`config.mk`:
```
export PLATFORM = sky130hd
export DESIGN_NAME = aurora_tx_sched_flat
export DESIGN_NICKNAME = d
export VERILOG_FILES = /design/src/rtl/aurora_tx_sched_if.sv /design/src/rtl/aurora_tx_sched.sv /design/src/flat_wrapper.sv
export SDC_FILE = /design/constraint.sdc
export NUM_CORES = 1
export LEC_CHECK = 0
export ABC_CLOCK_PERIOD_IN_PS = 4300
export CORE_MARGIN = 2
export CORE_UTILIZATION = 39
export DETAILED_ROUTE_END_ITERATION = 16
export PLACE_DENSITY_LB_ADDON = 0.3
export SLEW_MARGIN = 20
export SYNTH_ARGS = -nofsm -noshare
export SYNTH_HDL_FRONTEND = slang
export SYNTH_SLANG_ARGS = --single-unit
```
`constraint.sdc`:
```
create_clock -name m_axis_aclk -period 4.3 [get_ports m_axis_aclk]
set_clock_uncertainty 0.1 [all_clocks]
set_input_delay 0.86 -clock m_axis_aclk [delete_from_list [all_inputs] [get_ports m_axis_aclk]]
set_output_delay 0.86 -clock m_axis_aclk [all_outputs]
set_load 0.01 [all_outputs]
```
`src/rtl/aurora_tx_sched_if.sv`:
```
// AXI-Stream bundle (tvalid/tdata/tlast/tready) shared by the scheduler's
// two source ports and its Aurora-facing output port.
interface aurora_tx_sched_if #(
  parameter int DATA_WIDTH = 32
);
  logic                  tvalid;
  logic [DATA_WIDTH-1:0] tdata;
  logic                  tlast;
  logic                  tready;

  modport master (output tvalid, tdata, tlast, input tready);
  modport slave  (input tvalid, tdata, tlast, output tready);
endinterface

```
`src/rtl/aurora_tx_sched.sv`:
```
// Packet-level TX scheduler: host (s0) vs loopback (s1) onto the Aurora stream,
// switching only between packets. Optional stall watchdog: AURORA_SCHED_WDOG_EN.
module aurora_tx_sched #(
  parameter int DATA_WIDTH  = 32,
  parameter int IPG_CYCLES  = 0,
  parameter int WDOG_CYCLES = 1024
) (
  input  logic               m_axis_aclk,
  input  logic               m_axis_aresetn,
  input  logic               channel_up,
  input  logic [1:0]         ctrl_mode,
  aurora_tx_sched_if.slave   s0_axis,
  aurora_tx_sched_if.slave   s1_axis,
  aurora_tx_sched_if.master  m_axis,
  output logic               grant,
  output logic               busy,
  output logic [15:0]        pkt_cnt0,
  output logic [15:0]        pkt_cnt1,
  output logic               wdog_err
);

  typedef enum logic [1:0] {ST_IDLE, ST_XFER, ST_GAP} state_t;
  typedef enum logic [1:0] {
    MODE_HOST = 2'b00,
    MODE_LOOP = 2'b01,
    MODE_RR   = 2'b10,
    MODE_HALT = 2'b11
  } mode_t;

  localparam int GAP_W = (IPG_CYCLES > 2) ? $clog2(IPG_CYCLES) : 1;
  localparam logic [GAP_W-1:0] GAP_LOAD = GAP_W'((IPG_CYCLES > 0) ? IPG_CYCLES - 1 : 0);

  state_t            r_state, w_state_nxt;
  logic              r_grant, r_rr_last;
  logic [GAP_W-1:0]  r_gap_cnt;
  logic [15:0]       r_pkt_cnt0, r_pkt_cnt1;

  logic                  w_elig0, w_elig1, w_arb_req, w_arb_src;
  logic                  w_sel_tvalid, w_sel_tlast;
  logic [DATA_WIDTH-1:0] w_sel_tdata;
  logic                  w_beat, w_last_beat, w_wdog_trip;

  // Arbitration: mode is only looked at here, i.e. while IDLE.
  always_comb begin
    w_elig0   = s0_axis.tvalid & channel_up &
                ((ctrl_mode == MODE_HOST) | (ctrl_mode == MODE_RR));
    w_elig1   = s1_axis.tvalid & channel_up &
                ((ctrl_mode == MODE_LOOP) | (ctrl_mode == MODE_RR));
    w_arb_req = (r_state == ST_IDLE) & (w_elig0 | w_elig1);
    w_arb_src = (w_elig0 & w_elig1) ? ~r_rr_last : w_elig1;
  end

  // NOTE: every output gets a default before the case logic, so no path leaves
  // a signal unassigned and no latch is inferred.
  always_comb begin
    w_sel_tvalid   = r_grant ? s1_axis.tvalid : s0_axis.tvalid;
    w_sel_tdata    = r_grant ? s1_axis.tdata  : s0_axis.tdata;
    w_sel_tlast    = r_grant ? s1_axis.tlast  : s0_axis.tlast;
    m_axis.tvalid  = 1'b0;
    m_axis.tdata   = '0;
    m_axis.tlast   = 1'b0;
    s0_axis.tready = 1'b0;
    s1_axis.tready = 1'b0;
    if (r_state == ST_XFER) begin
      m_axis.tvalid = w_sel_tvalid;
      m_axis.tdata  = w_sel_tdata;
      m_axis.tlast  = w_sel_tlast;
      if (r_grant) s1_axis.tready = m_axis.tready;
      else         s0_axis.tready = m_axis.tready;
    end
  end

  assign w_beat      = (r_state == ST_XFER) & w_sel_tvalid & m_axis.tready;
  assign w_last_beat = w_beat & w_sel_tlast;

  always_comb begin
    w_state_nxt = r_state;
    case (r_state)
      ST_IDLE: if (w_arb_req) w_state_nxt = ST_XFER;
      ST_XFER: begin
        if (w_last_beat)      w_state_nxt = (IPG_CYCLES > 0) ? ST_GAP : ST_IDLE;
        else if (w_wdog_trip) w_state_nxt = ST_IDLE;
      end
      ST_GAP:  if (r_gap_cnt == '0) w_state_nxt = ST_IDLE;
      default: w_state_nxt = ST_IDLE;
    endcase
  end

  // NOTE: asynchronous assert via the negedge in the sensitivity list; release
  // is synchronised upstream of this block.
  always_ff @(posedge m_axis_aclk or negedge m_axis_aresetn) begin
    if (!m_axis_aresetn) begin
      r_state    <= ST_IDLE;
      r_grant    <= 1'b0;
      r_rr_last  <= 1'b1;
      r_gap_cnt  <= '0;
      r_pkt_cnt0 <= '0;
      r_pkt_cnt1 <= '0;
    end else begin
      // NOTE: non-blocking assignments so every register sees pre-edge values.
      r_state <= w_state_nxt;
      if (w_arb_req) begin
        r_grant   <= w_arb_src;
        r_rr_last <= w_arb_src;
      end
      if (w_last_beat) begin
        if (r_grant) r_pkt_cnt1 <= r_pkt_cnt1 + 16'd1;
        else         r_pkt_cnt0 <= r_pkt_cnt0 + 16'd1;
      end
      if ((w_state_nxt == ST_GAP) && (r_state != ST_GAP))
        r_gap_cnt <= GAP_LOAD;
      else if ((r_state == ST_GAP) && (r_gap_cnt != '0))
        r_gap_cnt <= r_gap_cnt - 1'b1;
    end
  end

`ifdef AURORA_SCHED_WDOG_EN
  logic [31:0] r_wdog_cnt;
  logic        r_wdog_err;

  // Trips on the WDOG_CYCLES-th consecutive XFER cycle without an accepted beat.
  assign w_wdog_trip = (r_state == ST_XFER) & ~w_beat &
                       ((r_wdog_cnt + 32'd1) == 32'(WDOG_CYCLES));

  always_ff @(posedge m_axis_aclk or negedge m_axis_aresetn) begin
    if (!m_axis_aresetn) begin
      r_wdog_cnt <= '0;
      r_wdog_err <= 1'b0;
    end else begin
      if ((r_state != ST_XFER) || w_beat || w_wdog_trip) r_wdog_cnt <= '0;
      else                                               r_wdog_cnt <= r_wdog_cnt + 32'd1;
      if (w_wdog_trip) r_wdog_err <= 1'b1;
    end
  end

  assign wdog_err = r_wdog_err;
`else
  localparam int unused_wdog_cycles = WDOG_CYCLES;
  assign w_wdog_trip = 1'b0;
  assign wdog_err    = 1'b0;
`endif

  assign grant    = r_grant;
  assign busy     = (r_state != ST_IDLE);
  assign pkt_cnt0 = r_pkt_cnt0;
  assign pkt_cnt1 = r_pkt_cnt1;

endmodule

```
`src/flat_wrapper.sv`:
```
// flat-port wrapper written by rule: the top's interface ports become plain ports
module aurora_tx_sched_flat 
#(
  parameter int DATA_WIDTH  = 32,
  parameter int IPG_CYCLES  = 0,
  parameter int WDOG_CYCLES = 1024
)
  (m_axis_aclk, m_axis_aresetn, channel_up, ctrl_mode, grant, busy, pkt_cnt0, pkt_cnt1, wdog_err, s0_axis_tvalid, s0_axis_tdata, s0_axis_tlast, s0_axis_tready, s1_axis_tvalid, s1_axis_tdata, s1_axis_tlast, s1_axis_tready, m_axis_tvalid, m_axis_tdata, m_axis_tlast, m_axis_tready);
  aurora_tx_sched_if #(.DATA_WIDTH(DATA_WIDTH)) s0_axis_i ();
  aurora_tx_sched_if #(.DATA_WIDTH(DATA_WIDTH)) s1_axis_i ();
  aurora_tx_sched_if #(.DATA_WIDTH(DATA_WIDTH)) m_axis_i ();
  input  logic m_axis_aclk;
  input  logic m_axis_aresetn;
  input  logic channel_up;
  input  logic [1:0] ctrl_mode;
  output logic grant;
  output logic busy;
  output logic [15:0] pkt_cnt0;
  output logic [15:0] pkt_cnt1;
  output logic wdog_err;
  input wire logic [$bits(s0_axis_i.tvalid)-1:0] s0_axis_tvalid;
  input wire logic [$bits(s0_axis_i.tdata)-1:0] s0_axis_tdata;
  input wire logic [$bits(s0_axis_i.tlast)-1:0] s0_axis_tlast;
  output wire logic [$bits(s0_axis_i.tready)-1:0] s0_axis_tready;
  input wire logic [$bits(s1_axis_i.tvalid)-1:0] s1_axis_tvalid;
  input wire logic [$bits(s1_axis_i.tdata)-1:0] s1_axis_tdata;
  input wire logic [$bits(s1_axis_i.tlast)-1:0] s1_axis_tlast;
  output wire logic [$bits(s1_axis_i.tready)-1:0] s1_axis_tready;
  output wire logic [$bits(m_axis_i.tvalid)-1:0] m_axis_tvalid;
  output wire logic [$bits(m_axis_i.tdata)-1:0] m_axis_tdata;
  output wire logic [$bits(m_axis_i.tlast)-1:0] m_axis_tlast;
  input wire logic [$bits(m_axis_i.tready)-1:0] m_axis_tready;
  assign s0_axis_i.tvalid = s0_axis_tvalid;
  assign s0_axis_i.tdata = s0_axis_tdata;
  assign s0_axis_i.tlast = s0_axis_tlast;
  assign s0_axis_tready = s0_axis_i.tready;
  assign s1_axis_i.tvalid = s1_axis_tvalid;
  assign s1_axis_i.tdata = s1_axis_tdata;
  assign s1_axis_i.tlast = s1_axis_tlast;
  assign s1_axis_tready = s1_axis_i.tready;
  assign m_axis_tvalid = m_axis_i.tvalid;
  assign m_axis_tdata = m_axis_i.tdata;
  assign m_axis_tlast = m_axis_i.tlast;
  assign m_axis_i.tready = m_axis_tready;
  aurora_tx_sched #(.DATA_WIDTH(DATA_WIDTH), .IPG_CYCLES(IPG_CYCLES), .WDOG_CYCLES(WDOG_CYCLES)) u_core (.m_axis_aclk(m_axis_aclk), .m_axis_aresetn(m_axis_aresetn), .channel_up(channel_up), .ctrl_mode(ctrl_mode), .s0_axis(s0_axis_i), .s1_axis(s1_axis_i), .m_axis(m_axis_i), .grant(grant), .busy(busy), .pkt_cnt0(pkt_cnt0), .pkt_cnt1(pkt_cnt1), .wdog_err(wdog_err));
endmodule
```
==> key figures, run 1 <==
Synth
  • Asr flop ratio synth: between 90% and 100%
  • Largest cells by area after synthesis: dfrtp_1, mux2i_1, xnor2_1, nor2_1, nand4_1
  • Mapped Area: between 2000 and 2500 sq um
  • Post-synth cell types: 35
  • Syn Inst Count: ~230
  • Yosys top cell area share: between 40% and 50%
  • Syn_area_per_cell: slightly below 10 sq um
  • Synthesized netlist net count: about 300
  • Leading area contributor after synthesis: dfrtp_1
  • YS warnings: 0
  • Post-synth EDFFs: 0
  • Post-synthesis register bit count: 37
  • Top_reg_cell synth: dfrtp_1
  • Sequential area share after synthesis: 41.4%

STA
  • Post-layout min period: between 3 and 4 ns
  • Setup slack after layout: 0.870 ns
  • RSZ-0062 raised after global routing: no
  • Final Cycle Share: approximately four fifths
  • Final setup fails: 0
  • Slew @ Worst Pin: 1.06 ns
  • Final hold viol count: 0
  • Hold WS: 0.377 ns
  • Slew HR: roughly 30%
  • Pins Over Slew Limit: 0
  • Fmax: 0.292 GHz
  • Setup_tns: 0 ns

Worst setup path
  • Worst-path fanout max: between 40 and 50
  • Critical Path Source Type: flip-flop
  • Critical path capture point type: output pin
  • Crit Path Category: reg -> out
  • WP data required: between 3 and 4 ns
  • CP arrival: about 2.5 ns

Detailed routing
  • Via-to-Cell Ratio: 4.84
  • Final WL: 6530 microns
  • DR pass1 iterations: 4
  • Avg WL per Cell: about 15 microns
  • ANT nets after route: 0
  • Total number of vias: around 2100
  • Drt drc: 0
  • Iter 0 DRT Violations: 80

Cells and area
  • Layout area overhead: 70.7%
  • Antenna diodes: 0
  • Most common cell after layout, fill and taps aside: clkdlybuf4s50_1
  • # fillers: about 440
  • Layout cells sized above 1: 5.69%
  • Final core utilization: between 60% and 70%
  • Nets: ~450
  • Commonest cells after routing, fill and taps aside: clkdlybuf4s50_1, nor2_1, dfrtp_1
  • Cell area after layout: about 3800 sq um

Placed design
  • Area after DPL: 3730 sq um
  • Gpl congestion: 0.782
  • I/O Buffers: about 140
  • Worst slack, placed: roughly 1 ns
  • HPWL after DPL: around 5200 microns

Die
  • Die Ht: 79.8 microns
  • I/O Pins: between 100 and 150
  • Core box area: between 5000 and 6000 sq um
  • Starting density of the core: about 40%
  • Die width: around 80 microns
  • Row Count: 27
  • Die area: roughly 6400 sq um

CTS
  • Post-CTS Setup Inserts: 0
  • Clk slew on worst S/H paths: 0.07 ns
  • Cts bufs inserted: 5
  • Clock Latency Late Sink: between 0.2 and 0.3 ns
  • Hold buffers post-CTS: 0
  • # resized after CTS: 0
  • Clock root buffer: clkbuf_8
  • CTS tree: yes
  • TritonCTS Sinks: 37
  • CTS H-tree depth: 2
  • Deepest clock path buffer count: 2

GRT
  • Initial antenna violation count: 0
  • Largest net degree at the start of global routing: between 40 and 50
  • Grt total ovfl: 0
  • Global-route wire length before repair: 10100 microns
  • Vias in the first global route: 2094
  • Global Route Usage Sum: 20.6%

Power and ir drop
  • Static leakage: approximately 1.7 nW
  • Peak supply drop: ~0.27 mV
  • Pwr/cell area: about 440 nW/um^2

Worst hold path
  • Hold crit path type: reg -> reg

Outcome
  • Status: completed

Job
  • Max cap viols: 0
cells by family after synthesis:
group | Yosys count | synth area share [%]
and+or+nand+nor | 101 | 24.5
DFF | 37 | 41.4
muxes | 35 | 15.8
xor gates and xnor gates | 30 | 11.7
buffers and inverters | 13 | 2.68
AOI/OAI and AO/OA | 5 | 1.45
adders and majority gates | 4 | 2.24
other | 1 | 0.168
stage by stage:
step,std cells,power [mW]
2_1_floorplan,226,0.936
4_1_cts,441,1.71
3_5_place_dp,434,1.45
3_3_place_gp,434,1.44
6_report,441,1.69
5_1_grt,441,1.79
layer usage:
layer	routed length, microns	share of wire, %	global-route usage (%)
met1	2700	41	26.5
met2	3290	50	33.7
met3	371	5.7	4.19
met4	174	2.7	8.81
met5	0	0	0
path summary, 6_finish.rpt:
check / startpoint / end / slack (ns) / cells past startpoint
setup / recovery: u_core.grant$_DFFE_PN0P_ / m_axis_tlast / 0.87 / 4
hold / removal: u_core.pkt_cnt1[15]$_DFFE_PN0P_ / u_core.pkt_cnt1[15]$_DFFE_PN0P_ / 0.38 / 1
setup reg to reg: u_core.grant$_DFFE_PN0P_ / u_core.pkt_cnt1[1]$_DFFE_PN0P_ / 2.02 / 3
hold reg to reg: u_core.pkt_cnt1[15]$_DFFE_PN0P_ / u_core.pkt_cnt1[15]$_DFFE_PN0P_ / 0.38 / 1
max in group asynchronous: m_axis_aresetn / u_core.r_rr_last$_DFFE_PN1P_ / 2.86 / 2
min in group asynchronous: m_axis_aresetn / u_core.pkt_cnt0[0]$_DFFE_PN0P_ / 0.88 / 2
synth_stat cells, types with 2 or more instances:
master     n
and3_1     4
and4_1     5
buf_2      3
buf_4      2
clkbuf_1   4
dfrtp_1   36
ha_1       4
inv_1      4
mux2_2     2
mux2i_1   33
nand2_1   13
nand3_1   10
nand4_1   10
nor2_1    41
nor2_2     2
nor2b_1    3
nor3_1     3
nor4_4     2
xnor2_1   23
xor2_1     7
flip-flops by register name, summed over array words and instances (netlist names):
signal and count:
u_core.grant 1, u_core.pkt_cnt0 16, u_core.pkt_cnt1 16, u_core.r_gap_cnt 1, u_core.r_rr_last 1, u_core.r_state 2
critical path: stages (launching register included):
cell             delay, ns
dfrtp_2               1.06
nand2_1               0.23
nand2b_1              0.15
nor2b_1               0.18
clkdlybuf4s50_1       0.56
final cells by class:
class	count	area, sq um	area share (%)
repair buffers	145	1450	37.9
multi-input cells	176	1250	32.7
flip-flops and latches	37	928	24.3
well taps	72	90.1	2.36
clock buffers	6	82.6	2.16
inverters	4	15.0	0.393
clock inverters	1	7.51	0.196
report_power, final:
| group | total (mW) | internal [mW] | switching [mW] |
|---|---|---|---|
| Combinational | 0.913 | 0.548 | 0.364 |
| Sequential | 0.525 | 0.392 | 0.133 |
| Clock | 0.249 | 0.127 | 0.122 |
Note: power is estimated with default switching activity, not from simulation.
==> inputs of run 2 (changes only) <==
--- a/config.mk
+++ b/config.mk
@@ -5,9 +5,9 @@
 export SDC_FILE = /design/constraint.sdc
 export NUM_CORES = 1
 export LEC_CHECK = 0
-export ABC_CLOCK_PERIOD_IN_PS = 4300
+export ABC_CLOCK_PERIOD_IN_PS = 2980
 export CORE_MARGIN = 2
-export CORE_UTILIZATION = 39
+export CORE_UTILIZATION = 33
 export DETAILED_ROUTE_END_ITERATION = 16
 export PLACE_DENSITY_LB_ADDON = 0.3
 export SLEW_MARGIN = 20
==> constraint.sdc (replaced) <==
create_clock -name m_axis_aclk -period 2.98 [get_ports m_axis_aclk]
set_clock_uncertainty 0.1 [all_clocks]
set_input_delay 0.596 -clock m_axis_aclk [delete_from_list [all_inputs] [get_ports m_axis_aclk]]
set_output_delay 0.596 -clock m_axis_aclk [all_outputs]
set_load 0.01 [all_outputs]
==> run 2 against run 1 <==
Worst hold slack worse by 0.0061 ns. Critical path type is now in -> out. Largest power group unchanged. Highest routed layer unchanged. Sequential share of layout area down 0.33 points. Critical endpoint unchanged. Critical path depth up 1. Via count up 0.28%. First-iteration DRC count down 3.8%. Flip-flop and latch count unchanged. Clock power up 76%.
==> key figures, run 2 (same netlist as run 1, synthesis figures left out) <==
Placed design
  • Placed instance count: 443 (was 434)
  • HPWL after DPL: 5150 microns (was 5200 microns)
  • Gpl congestion: 0.738 (was 0.782)
  • I/O Buffers: 143 (unchanged)

STA
  • Final setup fails: 0 (unchanged)
  • RSZ-0062 raised after global routing: no (unchanged)
  • Final Cycle Share: 93.9%
  • Setup_tns: 0 ns (unchanged)
  • Post-layout min period: about 2.8 ns
  • Final hold viol count: 0 (unchanged)
  • Fmax: 0.357 GHz
  • Pins Over Slew Limit: 0 (unchanged)

Cells and area
  • Layout area overhead: 73.1% (was 70.7%)
  • Commonest cells after routing, fill and taps aside: clkdlybuf4s50_1, nor2_1, dfrtp_1 (unchanged)
  • Layout cells sized above 1: 6.20% (was 5.69%)
  • Most common cell after layout, fill and taps aside: clkdlybuf4s50_1 (unchanged)
  • Nets: 448 (was 447)
  • Non-filler instance count after layout: 451 (was 441)
  • # fillers: 609 (was 444)
  • Antenna diodes: 0 (unchanged)

Power and ir drop
  • Internal cell power: 1.62 mW (was 1.07 mW)
  • Switching portion of total power: 35.9% (was 36.7%)
  • Clock share of power: 17.3% (was 14.7%)
  • Pwr/cell area: 655 nW/um^2 (was 441 nW/um^2)
  • P_sw: 0.911 mW (was 0.619 mW)
  • Logic pwr share: 56.6% (was 54.1%)
  • Reg power frac: 26.2% (was 31.1%)
  • Static leakage: 1.69 nW (was 1.66 nW)
  • Peak supply drop: 0.385 mV (was 0.269 mV)

GRT
  • Grt total ovfl: 0 (unchanged)
  • Largest net degree at the start of global routing: 38 (was 42)
  • Initial antenna violation count: 0 (unchanged)
  • Global-route wire length before repair: 10100 microns (about the same)
  • Global Route Usage Sum: 17.2% (was 20.6%)
  • Vias in the first global route: 2035 (was 2094)

Die
  • Row Count: 30 (was 27)
  • Die Ht: 86.4 microns (was 79.8 microns)
  • I/O Pins: 145 (unchanged)
  • Die area: 7460 sq um (was 6360 sq um)
  • Core box area: 6680 sq um (was 5540 sq um)
  • Starting density of the core: 33.5% (was 40.4%)
  • Die width: 86.4 microns (was 79.8 microns)

Worst hold path
  • Hold crit path type: reg -> reg (unchanged)

Detailed routing
  • Total number of vias: 2141 (was 2135)
  • ANT nets after route: 0 (unchanged)
  • Via-to-Cell Ratio: 4.75 (was 4.84)
  • Avg WL per Cell: 14.4 microns (was 14.8 microns)
  • Final WL: 6510 microns (was 6530 microns)
  • DR pass1 iterations: 4 (unchanged)
  • Iter 0 DRT Violations: 77 (was 80)
  • Drt drc: 0 (unchanged)

CTS
  • Deepest clock path buffer count: 2 (unchanged)
  • TritonCTS Sinks: 37 (unchanged)
  • Clock Latency Late Sink: 0.30 ns (was 0.29 ns)
  • Cts bufs inserted: 5 (unchanged)
  • Clk slew on worst S/H paths: 0.08 ns (was 0.07 ns)
  • Clock root buffer: clkbuf_8 (unchanged)
  • # resized after CTS: 0 (unchanged)
  • Post-CTS Setup Inserts: 0 (unchanged)
  • Hold buffers post-CTS: 0 (unchanged)
  • CTS tree: yes (unchanged)
  • CTS H-tree depth: 2 (unchanged)

Job
  • Max cap viols: 0 (unchanged)

Worst setup path
  • Critical Path Source Type: primary input (was flip-flop)
  • WP data required: 2.28 ns (was 3.34 ns)
  • Crit Path Category: in -> out (was reg -> out)
  • Critical path capture point type: output pin (unchanged)
  • CP arrival: 2.10 ns (was 2.47 ns)
  • Worst-path fanout max: 2 (was 41)

Outcome
  • Status: completed (unchanged)
-- run 2: cell count changes in the layout (fill, tap and decap cells not counted) --
| cell | change |
|---|---|
| buf_12 | +1 |
| bufinv_16 | +1 |
| clkbuf_8 | -1 |
| clkinv_2 | +1 |
| clkinvlp_4 | -1 |
| inv_6 | +1 |
-- run 2: final timing paths --
kind	startpoint	cells after the start	slack, ns	end
worst max-delay path	s0_axis_tlast	5	0.18	m_axis_tlast
worst min-delay path	u_core.pkt_cnt1[15]$_DFFE_PN0P_	1	0.37	u_core.pkt_cnt1[15]$_DFFE_PN0P_
worst max register to register	u_core.grant$_DFFE_PN0P_	4	1.24	u_core.pkt_cnt0[13]$_DFFE_PN0P_
worst min register to register	u_core.pkt_cnt1[15]$_DFFE_PN0P_	1	0.37	u_core.pkt_cnt1[15]$_DFFE_PN0P_
max in group asynchronous	m_axis_aresetn	2	1.79	u_core.grant$_DFFE_PN0P_
min in group asynchronous	m_axis_aresetn	2	0.62	u_core.pkt_cnt0[7]$_DFFE_PN0P_
-- run 2: per-layer routing --
metal	track usage [%]	routed length [microns]	up-vias
met4	6.53	88	0
met3	3.62	273	7
met2	26.9	3280	49
met1	23.5	2870	1020
met5	0	0	-
li1	-	-	1065
-- run 2: power by group through the flow --
stage                     Sequential, mW  Clock [mW]  Combinational (mW)
after floorplan                    0.661           0               0.689
after global placement             0.671           0                1.44
after detailed placement           0.671           0                1.45
after CTS                          0.663       0.451                1.45
after global routing               0.677       0.475                1.54
final                              0.664       0.438                1.43
-- run 2: layout make-up --
| cell class | instances | area (sq um) | share of cell area, % |
|---|---|---|---|
| tap | 80 | 100 | 2.58 |
| clock buffer | 5 | 68.8 | 1.78 |
| sequential | 37 | 928 | 24.0 |
| inverter | 4 | 15.0 | 0.388 |
| timing repair buffer | 146 | 1470 | 37.9 |
| multi-input combinational | 176 | 1250 | 32.3 |
| clock inverter | 3 | 43.8 | 1.13 |
-- run 2: critical path, cell delays in order --
cell and delay (ns):
clkdlybuf4s50_1 0.49, nor2b_1 0.15, nand2b_1 0.13, nor2b_1 0.18
clkdlybuf4s50_1 0.55
-- run 2: metrics by stage --
stage	power, mW	utilization (%)	worst slack (ns)	cell area (sq um)	hold slack, ns
2_1_floorplan	1.35	-	1.10	2240	0.200
3_3_place_gp	2.11	56.3	0.189	3760	0.363
3_5_place_dp	2.12	56.3	0.175	3760	0.367
4_1_cts	2.57	58.0	0.167	3870	0.381
5_1_grt	2.69	58.0	0.109	3870	0.401
6_report	2.54	58.0	0.183	3870	0.371
